File: config.mk
export PLATFORM = sky130hd
export DESIGN_NAME = mem_port_arbiter
export DESIGN_NICKNAME = d
export VERILOG_FILES = /design/src/rtl/mem_port_arbiter_pkg.sv /design/src/rtl/mem_port_arbiter.sv
export SDC_FILE = /design/constraint.sdc
export NUM_CORES = 1
export LEC_CHECK = 0
export ABC_AREA = 1
export BUFFER_PORTS_ARGS = -buffer_cell sky130_fd_sc_hd__buf_2
export CAP_MARGIN = 20
export CORE_AREA = 2 2 106 108
export CTS_CLUSTER_SIZE = 40
export DETAILED_ROUTE_END_ITERATION = 10
export DIE_AREA = 0 0 108 110
export GPL_ROUTABILITY_DRIVEN = 1
export MAX_ROUTING_LAYER = met4
export PLACE_DENSITY = 0.75
export SYNTH_ARGS = -nofsm -noshare
export SYNTH_HDL_FRONTEND = slang
export SYNTH_SLANG_ARGS = --single-unit
export TNS_END_PERCENT = 5
File: constraint.sdc
create_clock -name clk -period 2.3 [get_ports clk]
set_input_delay 0.115 -clock clk [delete_from_list [all_inputs] [get_ports clk]]
set_output_delay 0.115 -clock clk [all_outputs]
set_load 0.02 [all_outputs]
File: src/rtl/mem_port_arbiter_pkg.sv
// Shared types for the memory port arbiter: FSM states, port owner and the latched
// memory-side request fields, plus the conflict-resolution helper.
package mem_port_arbiter_pkg;

  typedef enum logic [1:0] {
    StIdle = 2'd0,
    StReq  = 2'd1,
    StWait = 2'd2
  } state_e;

  typedef enum logic {
    OwnIf  = 1'b0,
    OwnLsu = 1'b1
  } owner_e;

  localparam logic [3:0] IfBe = 4'hF;

  typedef struct packed {
    logic        we;
    logic [3:0]  be;
    logic [31:0] addr;
    logic [31:0] wdata;
  } mem_fields_t;

  localparam mem_fields_t MemFieldsReset = '{we: 1'b0, be: 4'h0, addr: 32'h0, wdata: 32'h0};

  // On a conflict, fixed priority picks the LSU; round-robin picks whoever was not
  // granted last.
  function automatic owner_e arb_pick(input logic   if_req,
                                      input logic   lsu_req,
                                      input logic   lsu_prio,
                                      input owner_e last_grant);
    owner_e win;
    if (if_req && lsu_req) begin
      if (lsu_prio) begin
        win = OwnLsu;
      end else begin
        win = (last_grant == OwnIf) ? OwnLsu : OwnIf;
      end
    end else if (lsu_req) begin
      win = OwnLsu;
    end else begin
      win = OwnIf;
    end
    return win;
  endfunction

endpackage

File: src/rtl/mem_port_arbiter.sv
// Arbitrates the fetch and LSU request ports onto one memory port with at most one
// transaction outstanding; fetch responses can be discarded by a pipeline flush.
module mem_port_arbiter
  import mem_port_arbiter_pkg::*;
#(
  parameter int unsigned LSU_PRIO = 1
) (
  input  logic        clk,
  input  logic        rst_i,

  input  logic        if_en_i,
  input  logic [31:0] if_addr_i,
  output logic [31:0] if_data_o,
  output logic        if_valid_o,

  input  logic        lsu_en_i,
  input  logic        lsu_we_i,
  input  logic [3:0]  lsu_be_i,
  input  logic [31:0] lsu_addr_i,
  input  logic [31:0] lsu_wdata_i,
  output logic [31:0] lsu_rdata_o,
  output logic        lsu_valid_o,

  input  logic        flush_i,

  output logic        mem_req_o,
  output logic        mem_we_o,
  output logic [3:0]  mem_be_o,
  output logic [31:0] mem_addr_o,
  output logic [31:0] mem_wdata_o,
  input  logic        mem_gnt_i,
  input  logic        mem_rvalid_i,
  input  logic [31:0] mem_rdata_i
);

  localparam logic LsuPrio = (LSU_PRIO != 0);

  state_e      state_q, state_d;
  owner_e      owner_q, owner_d;
  owner_e      last_q, last_d;
  logic        drop_q, drop_d;
  mem_fields_t fields_q, fields_d;

  logic        grant;
  logic        if_cand;
  logic        lsu_cand;
  owner_e      win;

  always_comb begin
    state_d     = state_q;
    owner_d     = owner_q;
    last_d      = last_q;
    drop_d      = drop_q;
    fields_d    = fields_q;
    if_valid_o  = 1'b0;
    if_data_o   = 32'h0;
    lsu_valid_o = 1'b0;
    lsu_rdata_o = 32'h0;
    grant       = 1'b0;
    if_cand     = if_en_i;
    lsu_cand    = lsu_en_i;
    win         = OwnIf;

    unique case (state_q)
      StIdle: begin
        grant = if_en_i || lsu_en_i;
      end
      StReq: begin
        if (flush_i && (owner_q == OwnIf)) begin
          drop_d = 1'b1;
        end
        if (mem_gnt_i) begin
          state_d = StWait;
        end
      end
      StWait: begin
        if (mem_rvalid_i) begin
          // The requester just served still holds en this cycle; keep it out of the race.
          if (owner_q == OwnIf) begin
            if (!drop_q && !flush_i) begin
              if_valid_o = 1'b1;
              if_data_o  = mem_rdata_i;
            end
            if_cand = 1'b0;
          end else begin
            lsu_valid_o = 1'b1;
            lsu_rdata_o = mem_rdata_i;
            lsu_cand    = 1'b0;
          end
          drop_d  = 1'b0;
          state_d = StIdle;
          grant   = if_cand || lsu_cand;
        end else if (flush_i && (owner_q == OwnIf)) begin
          drop_d = 1'b1;
        end
      end
      default: begin
        state_d = StIdle;
      end
    endcase

    if (grant) begin
      win     = arb_pick(if_cand, lsu_cand, LsuPrio, last_q);
      owner_d = win;
      last_d  = win;
      state_d = StReq;
      drop_d  = 1'b0;
      if (win == OwnLsu) begin
        fields_d = '{we: lsu_we_i, be: lsu_be_i, addr: lsu_addr_i, wdata: lsu_wdata_i};
      end else begin
        fields_d = '{we: 1'b0, be: IfBe, addr: if_addr_i, wdata: 32'h0};
      end
    end
  end

  always_ff @(posedge clk) begin
    if (rst_i) begin
      state_q  <= StIdle;
      owner_q  <= OwnIf;
      last_q   <= OwnIf;
      drop_q   <= 1'b0;
      fields_q <= MemFieldsReset;
    end else begin
      state_q  <= state_d;
      owner_q  <= owner_d;
      last_q   <= last_d;
      drop_q   <= drop_d;
      fields_q <= fields_d;
    end
  end

  assign mem_req_o   = (state_q == StReq);
  assign mem_we_o    = fields_q.we;
  assign mem_be_o    = fields_q.be;
  assign mem_addr_o  = fields_q.addr;
  assign mem_wdata_o = fields_q.wdata;

endmodule
==> impl_metrics.prom, run 1 <==
# TYPE chip_impl_metric gauge
chip_impl_metric{name="design.die.area",unit="sq um"} 11900
chip_impl_metric{name="synth.net_count",unit=""} 722
chip_impl_metric{name="total_clock_buffers_created_by_cts",unit=""} 9
chip_impl_info{name="yosysMostFrequentCell",value="sky130_fd_sc_hd__nand2_1"} 1
chip_impl_metric{name="first_iter_violations",unit=""} 311
chip_impl_info{name="yosys-top-cells-count",value="sky130_fd_sc_hd__nand2_1, sky130_fd_sc_hd__nand3_1, sky130_fd_sc_hd__nor2_1, sky130_fd_sc_hd__dfxtp_1, sky130_fd_sc_hd__inv_1"} 1
chip_impl_metric{name="area_delta_synth_final",unit="%"} 49.9
chip_impl_metric{name="drv.max_cap_violation_count",unit=""} 0
chip_impl_metric{name="worst_pin_slew",unit="ns"} 0.463
chip_impl_metric{name="post_syn_area",unit="sq um"} 3760
chip_impl_metric{name="cts_clock_pin_slew_for_the_worst_setup_and_hold_paths",unit="ns"} 0.08
chip_impl_metric{name="critical_path_arrival",unit="ns"} 1.83
chip_impl_metric{name="area_of_the_multi_input_gates",unit="sq um"} 1870
chip_impl_metric{name="layout-drive-gt1-share",unit=""} 0.370
chip_impl_metric{name="intPower",unit="mW"} 2.45
chip_impl_metric{name="finalWorstSetupSlack",unit="ns"} 0.351
chip_impl_metric{name="clock_insertion_delay_worst_skew",unit="ns"} 0.35
chip_impl_metric{name="gp_congestion",unit=""} 0.786
chip_impl_metric{name="drt_wl_total",unit="um"} 13000
chip_impl_metric{name="die_width",unit="um"} 108
chip_impl_metric{name="post-cts-setup-buffers",unit=""} 0
chip_impl_metric{name="cts.htree.levels",unit=""} 3
chip_impl_metric{name="fin_crit_sh",unit=""} 0.847
chip_impl_metric{name="synth_area_per_cell",unit="sq um"} 6.49
chip_impl_info{name="timing.critical_path.max_delay_family",value="buffers and inverters"} 1
chip_impl_metric{name="synthCells",unit=""} 579
chip_impl_metric{name="yosys.area.top_type_share",unit=""} 0.389
chip_impl_metric{name="power.combinational.fraction",unit=""} 0.238
chip_impl_metric{name="die_height",unit="um"} 110
chip_impl_metric{name="seqPwrFrac",unit=""} 0.407
chip_impl_metric{name="antenna_violations_before_repair",unit=""} 2
chip_impl_metric{name="power.share.switching",unit=""} 0.306
chip_impl_metric{name="coreArea",unit="sq um"} 10700
chip_impl_metric{name="count_of_endpoints_failing_hold_in_the_final_timing_report",unit=""} 0
chip_impl_metric{name="dp_worst_setup_slack",unit="ns"} 0.681
chip_impl_info{name="rsz0062_at_grt",value="no"} 1
chip_impl_info{name="worstPathCellList",value="inv_1 > ha_1 > nand3_2 > buf_4 > nor2_1 > buf_2"} 1
chip_impl_metric{name="detailedRoute.firstPassIterationCount",unit=""} 4
chip_impl_info{name="outcome",value="finished, final reports clean"} 1
chip_impl_metric{name="antenna_violating_nets_post_route",unit=""} 0
chip_impl_info{name="tritoncts",value="yes"} 1
chip_impl_metric{name="layout.nets",unit=""} 991
chip_impl_metric{name="pwr-share-clk",unit=""} 0.355
chip_impl_metric{name="hold-worst-slack",unit="ns"} 0.00998
chip_impl_info{name="crit_path_start_kind",value="flip-flop"} 1
chip_impl_metric{name="detail_route.drc_violations",unit=""} 0
chip_impl_info{name="critPathCaptureType",value="output pin"} 1
chip_impl_metric{name="grt_use_total",unit=""} 0.213
chip_impl_info{name="cts.root.buffer_cell",value="sky130_fd_sc_hd__clkbuf_8"} 1
chip_impl_metric{name="postSynth.asyncResetShare",unit=""} 0
chip_impl_metric{name="layout.area.seq",unit="sq um"} 1460
chip_impl_metric{name="worst-path-max-fanout",unit=""} 42
chip_impl_info{name="synth_top_cells_by_area",value="sky130_fd_sc_hd__dfxtp_1, sky130_fd_sc_hd__nand3_1, sky130_fd_sc_hd__nand2_1, sky130_fd_sc_hd__nor2_1, sky130_fd_sc_hd__nand4_1"} 1
chip_impl_info{name="worst_path_max_delay_cell",value="sky130_fd_sc_hd__buf_4"} 1
chip_impl_metric{name="sequential_fraction_of_the_synthesis_area",unit=""} 0.389
chip_impl_metric{name="pwr_density_cell",unit="nW/um^2"} 626
chip_impl_metric{name="p_leak",unit="nW"} 3.48
chip_impl_metric{name="rows",unit=""} 38
chip_impl_info{name="ys_dominant_reg_cell",value="sky130_fd_sc_hd__dfxtp_1"} 1
chip_impl_metric{name="initial_utilization",unit=""} 0.351
chip_impl_metric{name="cts_buffer_depth",unit=""} 2
chip_impl_metric{name="timing.final.setup_violations",unit=""} 0
chip_impl_metric{name="ioPinCount",unit=""} 276
chip_impl_metric{name="crit_required",unit="ns"} 2.18
chip_impl_metric{name="maximum_resistive_drop_on_vdd",unit="mV"} 0.407
chip_impl_info{name="min_path_type",value="input port to flip-flop"} 1
chip_impl_metric{name="maxSlewHeadroom",unit=""} 0.692
chip_impl_metric{name="final-max-slew-violation-count",unit=""} 0
chip_impl_info{name="synth_largest_area_cell",value="sky130_fd_sc_hd__dfxtp_1"} 1
chip_impl_metric{name="wl_per_cell",unit="um"} 13.1
chip_impl_metric{name="tns",unit="ns"} 0
chip_impl_metric{name="fmax",unit="GHz"} 0.513
chip_impl_metric{name="cp_slowest_stage_delay",unit="ns"} 0.38
chip_impl_info{name="path_class",value="flip-flop to output pin"} 1
chip_impl_metric{name="port_buffers",unit=""} 275
chip_impl_metric{name="synth_enable_flop_cells",unit=""} 0
chip_impl_metric{name="netSwitchingPower",unit="mW"} 1.08
chip_impl_metric{name="clock-sinks",unit=""} 73
chip_impl_metric{name="post_synth_num_cell_types",unit=""} 20
chip_impl_metric{name="final.min_clock_period",unit="ns"} 1.95
chip_impl_metric{name="avgViaCountPerCell",unit=""} 4.67
chip_impl_metric{name="ys_warns",unit=""} 0
chip_impl_metric{name="grt_start_max_net_pins",unit=""} 62
chip_impl_metric{name="final.fill_count",unit=""} 1092
chip_impl_metric{name="skew",unit="ns"} 0.0128
chip_impl_metric{name="cp.buffers_inverters",unit=""} 3
chip_impl_metric{name="grt_first_pass_wirelength",unit="um"} 19200
chip_impl_metric{name="via_count",unit=""} 4640
chip_impl_metric{name="globalRouteOverflowTotal",unit=""} 0
chip_impl_metric{name="detailedPlacementHpwl",unit="um"} 9590
chip_impl_metric{name="postSynthRegisterBits",unit=""} 73
chip_impl_metric{name="number_of_global_route_vias_before_repair",unit=""} 4069
-- stage by stage --
stage | area (sq um) | cells | utilization | total power, mW
after detailed placement | 5190 | 958 | 0.485 | 2.28
final | 5640 | 994 | 0.527 | 3.53
after global routing | 5640 | 994 | 0.527 | 3.72
after CTS | 5630 | 993 | 0.527 | 3.56
after global placement | 5190 | 958 | 0.485 | 2.28
after floorplan | 3760 | 579 | - | 1.97
-- worst reg2reg max path: cells and delay by family, from the launching register on --
kind | cells | cell delay (ns)
buf+inv | 2 | 0.46
flops | 1 | 0.36
simple gates | 5 | 0.54
fa+ha+maj | 1 | 0.24
-- final timing paths --
kind	cells past startpoint	to	start	slack, ns
worst max register to register	8	mem_addr_o[30]	state_q[0]	0.67
worst min-delay path	3	mem_wdata_o[8]	lsu_wdata_i[8]	0.01
worst max-delay path	6	lsu_rdata_o[28]	state_q[0]	0.35
worst min register to register	2	mem_addr_o[17]	mem_addr_o[17]	0.46
-- metal layers --
layer / share of wire / up-vias / track usage
li1: - / 2404 / -
met1: 0.40 / 2024 / 0.241
met2: 0.51 / 186 / 0.374
met3: 0.069 / 26 / 0.0470
met4: 0.021 / 0 / 0.0751
met5: 0 / - / -
-- power groups by stage --
stage               clock [mW]  combinational, mW  sequential (mW)
floorplan                    0              0.380             1.59
global placement             0              0.819             1.46
detailed placement           0              0.824             1.46
CTS                       1.28              0.852             1.43
global route              1.34              0.931             1.45
finish                    1.25              0.841             1.43
-- final cells by class --
| class | instances | share of cell area |
|---|---|---|
| Inverter | 49 | 0.0331 |
| Sequential cell | 73 | 0.259 |
| Clock buffer | 10 | 0.0244 |
| Timing Repair Buffer | 306 | 0.301 |
| Clock inverter | 6 | 0.0200 |
| Multi-Input combinational cell | 409 | 0.331 |
| Antenna cell | 1 | 0.000444 |
| Tap cell | 140 | 0.0311 |
-- cell families (layout without fill, tap and decap cells) --
kind of cell | Yosys count | count (layout) | synth area share
buffers and inverters | 97 | 371 | 0.115
adder cells (fa/ha/maj) | 3 | 3 | 0.00998
flip-flops | 73 | 73 | 0.389
AO/OA/AOI/OAI | 5 | 5 | 0.00765
other | 0 | 1 | 0
AND/OR/NAND/NOR | 401 | 401 | 0.479
-- repair_timing --
item | in CTS | in global routing
hold buffers | 19 | 0
hold endpoints to repair | 19 | 0
gates resized for setup | 0 | 0
-- layout by cell type (no fill, tap or decap), drive strengths merged --
master,synthesis,layout
buf,33,287
nand2,153,153
nand3,139,139
nor2,75,75
dfxtp,73,73
inv,49,50
nand4,34,34
dlygate4sd3,0,19
clkbuf,15,10
a21oi,3,3
ha,3,3
bufinv,0,3
o21ai,2,2
clkinv,0,2
diode,0,1
-- state kept, by name (all words and copies together), names as in the netlist --
| signal | cells |
|---|---|
| state_q | 2 |
| mem_be_o | 4 |
| mem_wdata_o | 32 |
| mem_we_o | 1 |
| owner_q | 1 |
| drop_q | 1 |
| mem_addr_o | 32 |
Power figures use the tool's default switching activity.
==> run 2: changes to the inputs <==
- CORE_AREA: 2 2 106 108 -> 2 2 107 109
- DIE_AREA: 0 0 108 110 -> 0 0 109 111
- PLACE_DENSITY: 0.75 -> 0.77
- clock period: 2.3 -> 1.57 ns (I/O delays scaled with it)
==> run 2 against run 1 <==
Against the previous run: the flow now finishes with violations (negative setup slack); hold slack worse by 0.0055 ns; final cell count up 2.5%; critical path depth is 2 higher; flip-flop and latch count stayed put; first-iteration DRC count is 13% higher; critical path type unchanged; largest cell class is now non-clock buffers; highest routed layer unchanged.
==> impl_metrics.prom, run 2 (synthesis gave the netlist of run 1 again) <==
# TYPE chip_impl_metric gauge
chip_impl_info{name="outcome",value="finished with violations"} 1
chip_impl_info{name="failed_checks",value="negative setup slack"} 1
chip_impl_metric{name="clock_insertion_delay_worst_skew",unit="ns"} 0.33
chip_impl_metric{name="antenna_violating_nets_post_route",unit=""} 0
chip_impl_info{name="tritoncts",value="yes"} 1
chip_impl_info{name="layout_commonest_cell",value="sky130_fd_sc_hd__buf_2"} 1
chip_impl_metric{name="maximum_resistive_drop_on_vdd",unit="mV"} 0.534
chip_impl_metric{name="wl_per_cell",unit="um"} 14.3
chip_impl_metric{name="worst_pin_slew",unit="ns"} 0.342
chip_impl_metric{name="first_iter_violations",unit=""} 352
chip_impl_metric{name="antenna_violations_before_repair",unit=""} 3
chip_impl_metric{name="final-max-slew-violation-count",unit=""} 0
chip_impl_metric{name="crit_required",unit="ns"} 1.49
chip_impl_metric{name="die_width",unit="um"} 109
chip_impl_metric{name="worst-path-max-fanout",unit=""} 16
chip_impl_metric{name="avgViaCountPerCell",unit=""} 4.89
chip_impl_info{name="cts.root.buffer_cell",value="sky130_fd_sc_hd__clkbuf_16"} 1
chip_impl_metric{name="hold-worst-slack",unit="ns"} 0.00451
chip_impl_info{name="crit_path_start_kind",value="flip-flop"} 1
chip_impl_metric{name="number_of_global_route_vias_before_repair",unit=""} 4643
chip_impl_metric{name="skew",unit="ns"} 0.00766
chip_impl_metric{name="area_of_the_multi_input_gates",unit="sq um"} 1960
chip_impl_metric{name="total_clock_buffers_created_by_cts",unit=""} 9
chip_impl_metric{name="layout-drive-gt1-share",unit=""} 0.408
chip_impl_metric{name="cts_buffer_depth",unit=""} 2
chip_impl_metric{name="layout.area.seq",unit="sq um"} 1460
chip_impl_metric{name="fin_crit_sh",unit=""} 1.07
chip_impl_metric{name="cts_clock_pin_slew_for_the_worst_setup_and_hold_paths",unit="ns"} 0.06
chip_impl_metric{name="design.die.area",unit="sq um"} 12100
chip_impl_metric{name="p_leak",unit="nW"} 3.64
chip_impl_info{name="rsz0062_at_grt",value="yes"} 1
chip_impl_info{name="worst_path_max_delay_cell",value="sky130_fd_sc_hd__dfxtp_2"} 1
chip_impl_metric{name="die_height",unit="um"} 111
chip_impl_metric{name="drt_wl_total",unit="um"} 14600
chip_impl_metric{name="rows",unit=""} 39
chip_impl_metric{name="grt_start_max_net_pins",unit=""} 63
chip_impl_metric{name="cp_slowest_stage_delay",unit="ns"} 0.33
chip_impl_metric{name="port_buffers",unit=""} 275
chip_impl_info{name="min_path_type",value="input port to flip-flop"} 1
chip_impl_metric{name="maxSlewHeadroom",unit=""} 0.772
chip_impl_metric{name="globalRouteOverflowTotal",unit=""} 0
chip_impl_metric{name="tns",unit="ns"} -3.24
chip_impl_metric{name="layout.nets",unit=""} 1011
chip_impl_metric{name="via_count",unit=""} 4988
chip_impl_metric{name="dp_worst_setup_slack",unit="ns"} 0.0647
chip_impl_metric{name="gp_congestion",unit=""} 0.832
chip_impl_metric{name="grt_first_pass_wirelength",unit="um"} 22300
chip_impl_metric{name="pwr_density_cell",unit="nW/um^2"} 872
chip_impl_metric{name="finalWorstSetupSlack",unit="ns"} -0.104
chip_impl_metric{name="ioPinCount",unit=""} 276
chip_impl_metric{name="area_delta_synth_final",unit="%"} 67.7
chip_impl_metric{name="fmax",unit="GHz"} 0.597
chip_impl_metric{name="cts.htree.levels",unit=""} 3
chip_impl_info{name="mostFrequentLayoutCells",value="sky130_fd_sc_hd__buf_2, sky130_fd_sc_hd__nand2_1, sky130_fd_sc_hd__nand3_1"} 1
chip_impl_metric{name="final.fill_count",unit=""} 1003
chip_impl_metric{name="final_cell_count_no_fill",unit=""} 1019
chip_impl_metric{name="critical_path_arrival",unit="ns"} 1.60
chip_impl_metric{name="drv.max_cap_violation_count",unit=""} 0
chip_impl_metric{name="count_of_endpoints_failing_hold_in_the_final_timing_report",unit=""} 0
chip_impl_metric{name="fin_util",unit=""} 0.569
chip_impl_metric{name="clock-sinks",unit=""} 73
chip_impl_metric{name="timing.final.setup_violations",unit=""} 66
chip_impl_info{name="critPathCaptureType",value="output pin"} 1
chip_impl_metric{name="coreArea",unit="sq um"} 11100
chip_impl_info{name="path_class",value="flip-flop to output pin"} 1
chip_impl_info{name="cpMostUsedCell",value="sky130_fd_sc_hd__inv_2"} 1
chip_impl_metric{name="number_of_instances_in_the_placed_design",unit=""} 967
chip_impl_metric{name="detailedPlacementHpwl",unit="um"} 9710
chip_impl_metric{name="grt_use_total",unit=""} 0.239
chip_impl_metric{name="detailedRoute.firstPassIterationCount",unit=""} 5
chip_impl_metric{name="detail_route.drc_violations",unit=""} 0
chip_impl_metric{name="initial_utilization",unit=""} 0.339
chip_impl_info{name="worstPathCellList",value="inv_2 > ha_4 > nand2_2 > inv_2 > nand3_4 > buf_16 > nor2_2 > buf_6"} 1
chip_impl_metric{name="final.min_clock_period",unit="ns"} 1.67
## run 2: power breakdown
group / total, mW / internal [mW] / switching [mW]
Combinational: 1.39 / 0.563 / 0.830
Sequential: 2.10 / 2.02 / 0.0862
Clock: 2.00 / 1.22 / 0.777
## run 2: layout make-up
| type | count | area share |
|---|---|---|
| repair buffers | 326 | 0.352 |
| multi-input cells | 409 | 0.312 |
| flip-flops and latches | 73 | 0.232 |
| clock buffers | 10 | 0.0363 |
| inverters | 49 | 0.0296 |
| well taps | 143 | 0.0284 |
| clock inverters | 6 | 0.00933 |
| diodes | 3 | 0.00119 |
## run 2: metrics by stage
| stage | power (mW) | cell area (sq um) |
|---|---|---|
| after detailed placement | 3.40 | 5330 |
| after global routing | 5.77 | 6300 |
| after floorplan | 2.88 | 3760 |
| after CTS | 5.48 | 6180 |
| after global placement | 3.39 | 5330 |
| final | 5.50 | 6300 |
## run 2: layer usage
layer,vias up,GRT usage,routed length [um]
met4,0,0.115,530
met5,-,-,0
met1,2228,0.252,5380
li1,2449,-,-
met2,264,0.416,7520
met3,47,0.0506,1180
## run 2: critical path: cells and delay by family (launching register included)
family / cells / cell delay (ns)
buffers and inverters: 4 / 0.47
DFF: 1 / 0.33
and+or+nand+nor: 3 / 0.29
adders and majority gates: 1 / 0.15
## run 2: what timing repair did
action | in CTS | in global routing
gates cloned | 1 | 1
endpoints found under the setup margin | 66 | 132
resized for setup | 90 | 27
buffers inserted | 2 | 0
endpoints found under the hold margin | 29 | 0
hold buffers | 29 | 0
pin swaps | 0 | 2
## run 2: worst paths after layout
check | from | end | slack (ns) | cells past startpoint
worst max register to register | state_q[0] | mem_wdata_o[28] | -0.02 | 9
worst min-delay path | lsu_wdata_i[11] | mem_wdata_o[11] | 0.005 | 3
worst max-delay path | state_q[0] | if_data_o[2] | -0.10 | 8
worst min register to register | mem_addr_o[18] | mem_addr_o[18] | 0.46 | 2
==> run 3: changes to the inputs <==
- GPL_TIMING_DRIVEN: not set -> 0
==> run 3 against run 2 <==
Against the previous run: the run still ends with negative setup slack left; final cell count grew 3.4%; die area is the same; sequential power is essentially flat; total power grew 0.64%; critical path type unchanged; largest cell class unchanged.
==> impl_metrics.prom, run 3 (synthesis gave the netlist of run 1 again) <==
# TYPE chip_impl_metric gauge
chip_impl_metric{name="timing.final.setup_violations",unit=""} 95
chip_impl_metric{name="p_leak",unit="nW"} 3.74
chip_impl_metric{name="layout.nets",unit=""} 1046
chip_impl_metric{name="design.die.area",unit="sq um"} 12100
chip_impl_metric{name="ioPinCount",unit=""} 276
chip_impl_metric{name="die_height",unit="um"} 111
chip_impl_info{name="failed_checks",value="negative setup slack"} 1
chip_impl_info{name="cts.root.buffer_cell",value="sky130_fd_sc_hd__clkbuf_16"} 1
chip_impl_metric{name="number_of_global_route_vias_before_repair",unit=""} 5077
chip_impl_info{name="whs_endpoint",value="mem_wdata_o[3]"} 1
chip_impl_metric{name="final-max-slew-violation-count",unit=""} 0
chip_impl_metric{name="detailedPlacementHpwl",unit="um"} 11200
chip_impl_metric{name="count_of_endpoints_failing_hold_in_the_final_timing_report",unit=""} 0
chip_impl_metric{name="number_of_instances_in_the_placed_design",unit=""} 996
chip_impl_metric{name="skew",unit="ns"} 0.00932
chip_impl_info{name="outcome",value="finished with violations"} 1
chip_impl_metric{name="drv.max_cap_violation_count",unit=""} 0
chip_impl_metric{name="reg2reg_slack",unit="ns"} -0.04
chip_impl_metric{name="tns",unit="ns"} -6.78
chip_impl_metric{name="coreArea",unit="sq um"} 11100
chip_impl_metric{name="avgViaCountPerCell",unit=""} 5.00
chip_impl_metric{name="fmax",unit="GHz"} 0.562
chip_impl_metric{name="globalRouteOverflowTotal",unit=""} 0
chip_impl_metric{name="critical_path_arrival",unit="ns"} 1.70
chip_impl_metric{name="fin_crit_sh",unit=""} 1.13
chip_impl_metric{name="worst-path-max-fanout",unit=""} 7
chip_impl_info{name="path_class",value="flip-flop to output pin"} 1
chip_impl_metric{name="worst_pin_slew",unit="ns"} 0.571
chip_impl_metric{name="first_iter_violations",unit=""} 336
chip_impl_metric{name="cts_buffer_depth",unit=""} 2
chip_impl_info{name="rsz0062_at_grt",value="yes"} 1
chip_impl_info{name="tritoncts",value="yes"} 1
chip_impl_metric{name="drt_wl_total",unit="um"} 17000
chip_impl_metric{name="crit_required",unit="ns"} 1.49
chip_impl_info{name="holdCritStartpoint",value="lsu_wdata_i[3]"} 1
chip_impl_info{name="r2r-end",value="mem_wdata_o[7]"} 1
chip_impl_metric{name="detailedRoute.firstPassIterationCount",unit=""} 6
chip_impl_info{name="layout_commonest_cell",value="sky130_fd_sc_hd__buf_2"} 1
chip_impl_metric{name="layout-drive-gt1-share",unit=""} 0.463
chip_impl_metric{name="maximum_resistive_drop_on_vdd",unit="mV"} 0.643
chip_impl_metric{name="timing.reg2reg.worst_path_depth",unit=""} 12
chip_impl_metric{name="wl_per_cell",unit="um"} 16.1
chip_impl_metric{name="rows",unit=""} 39
chip_impl_metric{name="cts_clock_pin_slew_for_the_worst_setup_and_hold_paths",unit="ns"} 0.06
chip_impl_metric{name="grt_use_total",unit=""} 0.268
chip_impl_metric{name="antenna_violating_nets_post_route",unit=""} 0
chip_impl_info{name="min_path_type",value="input port to flip-flop"} 1
chip_impl_metric{name="cts.htree.levels",unit=""} 3
chip_impl_info{name="critPathCaptureType",value="output pin"} 1
chip_impl_metric{name="finalWorstSetupSlack",unit="ns"} -0.210
chip_impl_metric{name="port_buffers",unit=""} 274
chip_impl_metric{name="detail_route.drc_violations",unit=""} 0
chip_impl_info{name="mostFrequentLayoutCells",value="sky130_fd_sc_hd__buf_2, sky130_fd_sc_hd__nand2_1, sky130_fd_sc_hd__nand3_1"} 1
chip_impl_metric{name="maxSlewHeadroom",unit=""} 0.619
chip_impl_metric{name="area_delta_synth_final",unit="%"} 82.5
chip_impl_metric{name="final.min_clock_period",unit="ns"} 1.78
chip_impl_metric{name="via_count",unit=""} 5273
chip_impl_metric{name="grt_first_pass_wirelength",unit="um"} 24900
chip_impl_info{name="crit_path_start_kind",value="flip-flop"} 1
chip_impl_metric{name="gp_congestion",unit=""} 0.797
chip_impl_metric{name="hold_depth",unit=""} 3
chip_impl_metric{name="grt_start_max_net_pins",unit=""} 16
chip_impl_metric{name="initial_utilization",unit=""} 0.339
chip_impl_metric{name="total_clock_buffers_created_by_cts",unit=""} 9
chip_impl_info{name="worstReg2RegStart",value="state_q[0]"} 1
chip_impl_metric{name="clock_insertion_delay_worst_skew",unit="ns"} 0.33
chip_impl_metric{name="die_width",unit="um"} 109
chip_impl_metric{name="pwr_density_cell",unit="nW/um^2"} 806
chip_impl_metric{name="antenna_violations_before_repair",unit=""} 3
chip_impl_metric{name="clock-sinks",unit=""} 73
chip_impl_metric{name="final_cell_count_no_fill",unit=""} 1054
==> run 3: cell count changes in the layout (fill, tap and decap cells not counted), sizes merged <==
cell | previous run | this run
buf | 296 | 317
clkbuf | 11 | 25
clkinv | 5 | 1
inv | 49 | 53
clkinvlp | 0 | 2
bufinv | 1 | 0
dlygate4sd3 | 29 | 28
==> run 3: where the power goes <==
group	switching (mW)	internal, mW
clock network	0.903	1.10
logic	0.880	0.542
registers	0.0875	2.02
total	1.87	3.66
==> run 3: worst max path at each step <==
stage               start         endpoint  slack (ns)
4_1_cts        state_q[0]    if_data_o[10]       -0.11
2_1_floorplan  state_q[0]    if_data_o[22]        0.13
6_report       state_q[0]    if_data_o[30]       -0.21
5_1_grt        state_q[0]    if_data_o[30]       -0.27
3_3_place_gp   state_q[0]  mem_wdata_o[12]       -0.25
3_5_place_dp   state_q[0]  mem_wdata_o[18]       -0.24
==> run 3: layout make-up <==
cell class              instances  area (sq um)
fillers                       970          4220
repair buffers                313          2120
plain buffers                  48           370
multi-input cells             409          2240
clock buffers                   9           225
clock inverters                 7          61.3
well taps                     143           179
inverters                      49           189
diodes                          3          7.51
flip-flops and latches         73          1460
==> run 3: critical path, stage by stage (launching register included) <==
cell	delay, ns
sky130_fd_sc_hd__dfxtp_2	0.32
sky130_fd_sc_hd__inv_2	0.07
sky130_fd_sc_hd__ha_4	0.16
sky130_fd_sc_hd__nand2_4	0.05
sky130_fd_sc_hd__inv_4	0.07
sky130_fd_sc_hd__nand3_4	0.18
sky130_fd_sc_hd__buf_8	0.22
sky130_fd_sc_hd__nor2_1	0.12
sky130_fd_sc_hd__buf_4	0.17
==> run 3: stage by stage <==
step	hold WS (ns)	instance area (sq um)	utilization	setup WS, ns	power [mW]
3_3_place_gp	0.265	5310	0.479	-0.246	3.39
5_1_grt	0.0107	6860	0.619	-0.272	5.78
4_1_cts	0.000553	6470	0.585	-0.112	5.51
3_5_place_dp	0.277	5310	0.479	-0.242	3.41
2_1_floorplan	0.148	3760	-	0.126	2.88
6_report	0.00204	6860	0.619	-0.210	5.53
==> run 3: layer usage <==
metal  global-route usage  vias to the layer above  wire [um]
li1                     -                     2531          -
met1                0.294                     2436       6340
met2                0.476                      260       8630
met3               0.0488                       46       1420
met4               0.0966                        0        605
met5                    -                        -          0
==> run 3: what timing repair did <==
item                                    in CTS  in global routing
endpoints found under the hold margin       28                  0
pin swaps                                    4                  1
gates cloned                                 3                  0
endpoints found under the setup margin     129                131
gates resized for setup                    171                113
hold buffers                                28                  0
buffers inserted                             8                  0
